[config.mk]
export PLATFORM = sky130hd
export DESIGN_NAME = pio_buttons_debounced
export DESIGN_NICKNAME = d
export VERILOG_FILES = /design/src/rtl/pio_buttons_debounced.sv
export SDC_FILE = /design/constraint.sdc
export NUM_CORES = 1
export LEC_CHECK = 0
export BUFFER_PORTS_ARGS = -buffer_cell sky130_fd_sc_hd__buf_2
export CAP_MARGIN = 10
export CELL_PAD_IN_SITES_DETAIL_PLACEMENT = 1
export CELL_PAD_IN_SITES_GLOBAL_PLACEMENT = 2
export CORE_ASPECT_RATIO = 1.4
export CORE_MARGIN = 3
export CORE_UTILIZATION = 37
export DETAILED_ROUTE_END_ITERATION = 12
export PLACE_DENSITY = 0.92
export REMOVE_ABC_BUFFERS = 1
export SETUP_SLACK_MARGIN = 0.05
export SLEW_MARGIN = 5
export SYNTH_ARGS = -nofsm -noshare
export SYNTH_HDL_FRONTEND = slang
export SYNTH_SLANG_ARGS = --single-unit
export TNS_END_PERCENT = 20
[constraint.sdc]
create_clock -name clk -period 2.6 [get_ports clk]
set_input_delay 0.39 -clock clk [delete_from_list [all_inputs] [get_ports clk]]
set_output_delay 0.39 -clock clk [all_outputs]
set_load 0.005 [all_outputs]
[src/rtl/pio_buttons_debounced.sv]
// Avalon-MM input PIO: per-bit 2-FF synchroniser, counter debouncer,
// selectable rising/falling edge capture and a masked level interrupt.
module pio_buttons_debounced #(
  parameter int WIDTH           = 4,
  parameter int DEBOUNCE_CYCLES = 50000,
  localparam int CNT_W          = $clog2(DEBOUNCE_CYCLES + 1)
) (
  input  logic             clk,
  input  logic             reset,
  input  logic [2:0]       address,
  input  logic             chipselect,
  input  logic             write_n,
  input  logic [31:0]      writedata,
  input  logic [WIDTH-1:0] in_port,
  output logic [31:0]      readdata,
  output logic             irq
);

  localparam logic [CNT_W-1:0] CNT_LAST = CNT_W'(DEBOUNCE_CYCLES - 1);

  localparam logic [2:0] ADDR_DATA     = 3'd0;
  localparam logic [2:0] ADDR_RAW      = 3'd1;
  localparam logic [2:0] ADDR_IRQ_MASK = 3'd2;
  localparam logic [2:0] ADDR_EDGE     = 3'd3;
  localparam logic [2:0] ADDR_RISE_EN  = 3'd4;
  localparam logic [2:0] ADDR_FALL_EN  = 3'd5;

  logic [WIDTH-1:0] s1;
  logic [WIDTH-1:0] s2;
  logic [WIDTH-1:0] stable;
  logic [CNT_W-1:0] cnt [WIDTH];

  logic [WIDTH-1:0] irq_mask;
  logic [WIDTH-1:0] edge_capture;
  logic [WIDTH-1:0] rise_en;
  logic [WIDTH-1:0] fall_en;

  logic             wr;
  logic [WIDTH-1:0] wdata;
  logic [WIDTH-1:0] settle;
  logic [WIDTH-1:0] rise;
  logic [WIDTH-1:0] fall;
  logic [WIDTH-1:0] clear;
  logic [WIDTH-1:0] rd_mux;
  logic             unused_writedata;

  assign wr               = chipselect && !write_n;
  assign wdata            = writedata[WIDTH-1:0];
  assign unused_writedata = ^writedata;

  // A bit settles on the clock where it has disagreed with stable for the full hold time.
  always_comb begin
    settle = '0;
    for (int i = 0; i < WIDTH; i++) begin
      settle[i] = (s2[i] != stable[i]) && (cnt[i] == CNT_LAST);
    end
  end

  assign rise  = settle & s2 & rise_en;
  assign fall  = settle & ~s2 & fall_en;
  assign clear = (wr && address == ADDR_EDGE) ? wdata : '0;

  always_comb begin
    rd_mux = '0;
    case (address)
      ADDR_DATA:     rd_mux = stable;
      ADDR_RAW:      rd_mux = s2;
      ADDR_IRQ_MASK: rd_mux = irq_mask;
      ADDR_EDGE:     rd_mux = edge_capture;
      ADDR_RISE_EN:  rd_mux = rise_en;
      ADDR_FALL_EN:  rd_mux = fall_en;
      default:       rd_mux = '0;
    endcase
  end

  always_ff @(posedge clk) begin
    if (reset) begin
      s1     <= '0;
      s2     <= '0;
      stable <= '0;
      for (int i = 0; i < WIDTH; i++) begin
        cnt[i] <= '0;
      end
    end else begin
      s1 <= in_port;
      s2 <= s1;
      for (int i = 0; i < WIDTH; i++) begin
        if (s2[i] == stable[i]) begin
          cnt[i] <= '0;
        end else if (cnt[i] == CNT_LAST) begin
          stable[i] <= s2[i];
          cnt[i]    <= '0;
        end else begin
          cnt[i] <= cnt[i] + 1'b1;
        end
      end
    end
  end

  // A new edge event overrides a simultaneous write-1-to-clear so no press is lost.
  always_ff @(posedge clk) begin
    if (reset) begin
      irq_mask     <= '0;
      edge_capture <= '0;
      rise_en      <= '1;
      fall_en      <= '0;
      irq          <= 1'b0;
      readdata     <= '0;
    end else begin
      edge_capture <= (edge_capture & ~clear) | rise | fall;
      if (wr && address == ADDR_IRQ_MASK) irq_mask <= wdata;
      if (wr && address == ADDR_RISE_EN)  rise_en  <= wdata;
      if (wr && address == ADDR_FALL_EN)  fall_en  <= wdata;
      irq      <= |(edge_capture & irq_mask);
      readdata <= 32'(rd_mux);
    end
  end

endmodule

==> results by group <==
Critical path
  – Critical R2R Launch: cnt[0][12]
  – Worst Path Arrival: 2320 ps
  – Startpoint Class: flop
  – Worst EP required: 2680 ps
  – Max FO, Critical Path: 15
  – Reg2Reg Setup Slack: 350 ps
  – CP Class: reg -> reg
  – Crit path buf inv count: 0
  – Max incr delay on CP: 560 ps
  – R2R Path End: cnt[0][11]
  – Max stage delay cell, worst path: or4_4
  – Crit path capture type: flop
  – Crit-path cells: or4_4, nor4_4, or2_1, nor2_1
  – CP delay by family, top: simple AND/OR/NAND/NOR gates
  – R2r worst-path depth: 4

Route
  – # DRC: 0
  – Routed wire length: 10.8 mm
  – Vias per cell: 4.83
  – Routed Antenna Nets: 0
  – First-pass DRT Iterations: 4
  – Via count: 3,760
  – Iteration-0 DRC Markers: 82
  – Wirelength per Cell: 13.8 microns

Floorplan
  – # rows: 50
  – Die Ht: 147 microns
  – Core area: 13,600 sq um
  – Die area: 15,600 sq um
  – Initial Utilization: 0.384
  – I/O Pins: 76
  – Die width: 107 microns

Hold path
  – Worst min path class: in -> reg
  – Hold EP: s1[0]
  – Worst Hold Launch: in_port[0]
  – Hold depth: 2

Power
  – Int Power: 0.00252 W
  – Pwr Density: 555 nW/um^2
  – Leak Pwr: 2.12 nW
  – Sw Pwr: 0.000754 W
  – Combinational power share: 0.057
  – Sw frac: 0.231
  – Sequential power share: 0.536
  – Worst IR Drop VDD: 0.000271 V
  – Clock share of power: 0.407

Global routing
  – Grt total ovfl: 0
  – Global-route wire length before repair: 18.5 mm
  – Total track usage: 0.145
  – Largest net degree at the start of global routing: 22
  – Initial antenna violation count: 1
  – Vias in the first global route: 3,897

CTS
  – Root Driver: clkbuf_16
  – Hold-fix buffers, CTS: 0
  – CTS max path bufs: 2
  – Setup repair bufs after CTS: 0
  – Clk sink count: 97
  – Clock H-tree levels: 3
  – Num CTS Buffers: 9
  – Worst-path clk slew: 70 ps
  – Post-cts resize count: 0
  – CTS tree: yes
  – Worst-skew pair later-pin latency: 340 ps

Final layout
  – Register area: 2580 sq um
  – Fin util: 0.432
  – Post-route cell area: 5900 sq um
  – NumNets Final: 639
  – Ratio of cells with drive above 1 in the final layout: 0.0938
  – ANT cells: 0
  – Area Overhead vs Synth: 12.6%
  – Area of the multi-input gates: 2590 sq um
  – Layout fillers: 1,622

Timing
  – Min Tclk post-route: 2250 ps
  – Slew headroom: 0.602
  – Pin slew with the least headroom to its limit: 595 ps
  – # setup viols final: 0
  – Unrepaired setup endpoints after global routing: false
  – Post-route worst setup slack: 354 ps
  – FMAX: 445 MHz
  – Setup TNS Final: 0 ps
  – Max Transition Viols Final: 0
  – Hold Slack: 258 ps
  – Final setup skew: 7.54 ps
  – Final period utilization: 0.864
  – Fin. Hold Viols: 0

Synth
  – Most common cell in the netlist: nor2_1
  – Synthesis Warnings: 0
  – Post-synth EDFFs: 64
  – Syn Inst Count: 515
  – Top_reg_cell synth: edfxtp_1
  – Top post-synthesis cells by area: edfxtp_1 (37%), dfxtp_1 (13%), xnor2_1 (6.7%), nor2_1 (6.1%), buf_4 (4.2%)
  – Sequential share of the synthesized area: 0.493
  – Mapped Avg Cell Area: 10.2 sq um
  – Yosys reg bits: 97
  – Yosys cell types: 48
  – Mapped cell area: 5240 sq um
  – Share of the synthesized area in the top cell type: 0.367
  – Dominant cell type by area after synthesis: edfxtp_1
  – Post-synth top cells: nor2_1 (85), edfxtp_1 (64), xnor2_1 (40), dfxtp_1 (33), nand3_1 (33)
  – Ys async rst share: 0

Placed design
  – PortBufs: 19
  – Pre-CTS WS: 330 ps
  – HPWL Detailed: 7.99 mm
  – Routability congestion estimate: 0.803
  – Placed Area: 5600 sq um

Outcome
  – Run status: finished, final reports clean

Job
  – Max-Cap Viols: 0
==> how the worst max path moves through the flow <==
stage,from,to,slack [ps],depth (start not counted)
after floorplan,cnt[2][12],cnt[2][10],630,4
after global placement,cnt[2][12],cnt[2][8],370,4
after detailed placement,cnt[2][12],cnt[2][15],330,4
after CTS,cnt[2][12],cnt[2][15],320,4
after global routing,cnt[2][5],cnt[2][15],210,4
final,cnt[0][12],cnt[0][11],350,4
==> cell type report <==
| cell class | count | area share |
|---|---|---|
| Timing Repair Buffer | 25 | 0.0238 |
| Inverter | 15 | 0.00955 |
| Clock buffer | 9 | 0.0382 |
| Clock inverter | 7 | 0.0119 |
| Sequential cell | 97 | 0.438 |
| Multi-Input combinational cell | 444 | 0.440 |
| Tap cell | 182 | 0.0386 |
==> routing by layer <==
layer,GRT usage,part of all wire
met1,0.172,0.43
met2,0.262,0.53
met3,0.0325,0.030
met4,0.0390,0.012
met5,0,0.00093
==> placed cells by master (no fill, tap or decap), types with 10 or more instances in the layout <==
master / instances
dfxtp_1: 33
mux2i_1: 10
a21oi_1: 10
nand3_1: 33
xor2_1: 16
nand2_1: 23
nor2_1: 85
conb_1: 92
inv_1: 15
buf_2: 19
a22oi_1: 12
edfxtp_1: 64
xnor2_1: 40
nand4_1: 19
nor2b_1: 13
nor3_1: 13
==> cell families (layout without fill, tap and decap cells) <==
family          after synthesis  count (layout)  share of synthesized area
other cells                   2              92                    0.00143
buf+inv                      64              56                     0.0755
compound gates               34              34                     0.0428
fa+ha+maj                     4               4                    0.00956
simple gates                242             242                      0.252
flops                        97              97                      0.493
xor+xnor                     56              56                     0.0937
mux                          16              16                     0.0320
==> sequential cells by signal, summed over array words and instances (netlist names) <==
name / cells
irq: 1
stable: 4
s2: 4
fall_en: 4
readdata: 4
edge_capture: 4
irq_mask: 4
rise_en: 4
cnt: 64
s1: 4
==> through the flow <==
step / total power [W] / cells
2_1_floorplan: 0.00189 / 556
3_3_place_gp: 0.00196 / 763
3_5_place_dp: 0.00197 / 763
4_1_cts: 0.00332 / 779
5_1_grt: 0.00341 / 779
6_report: 0.00327 / 779
==> power groups by stage <==
stage / clock network [W] / registers [W] / logic, W
detailed placement: 0 / 0.00179 / 0.000184
global route: 0.00143 / 0.00176 / 0.000215
floorplan: 0 / 0.00177 / 0.000124
CTS: 0.00138 / 0.00175 / 0.000186
finish: 0.00133 / 0.00175 / 0.000188
global placement: 0 / 0.00178 / 0.000179
(Power assumes the default switching activity.)
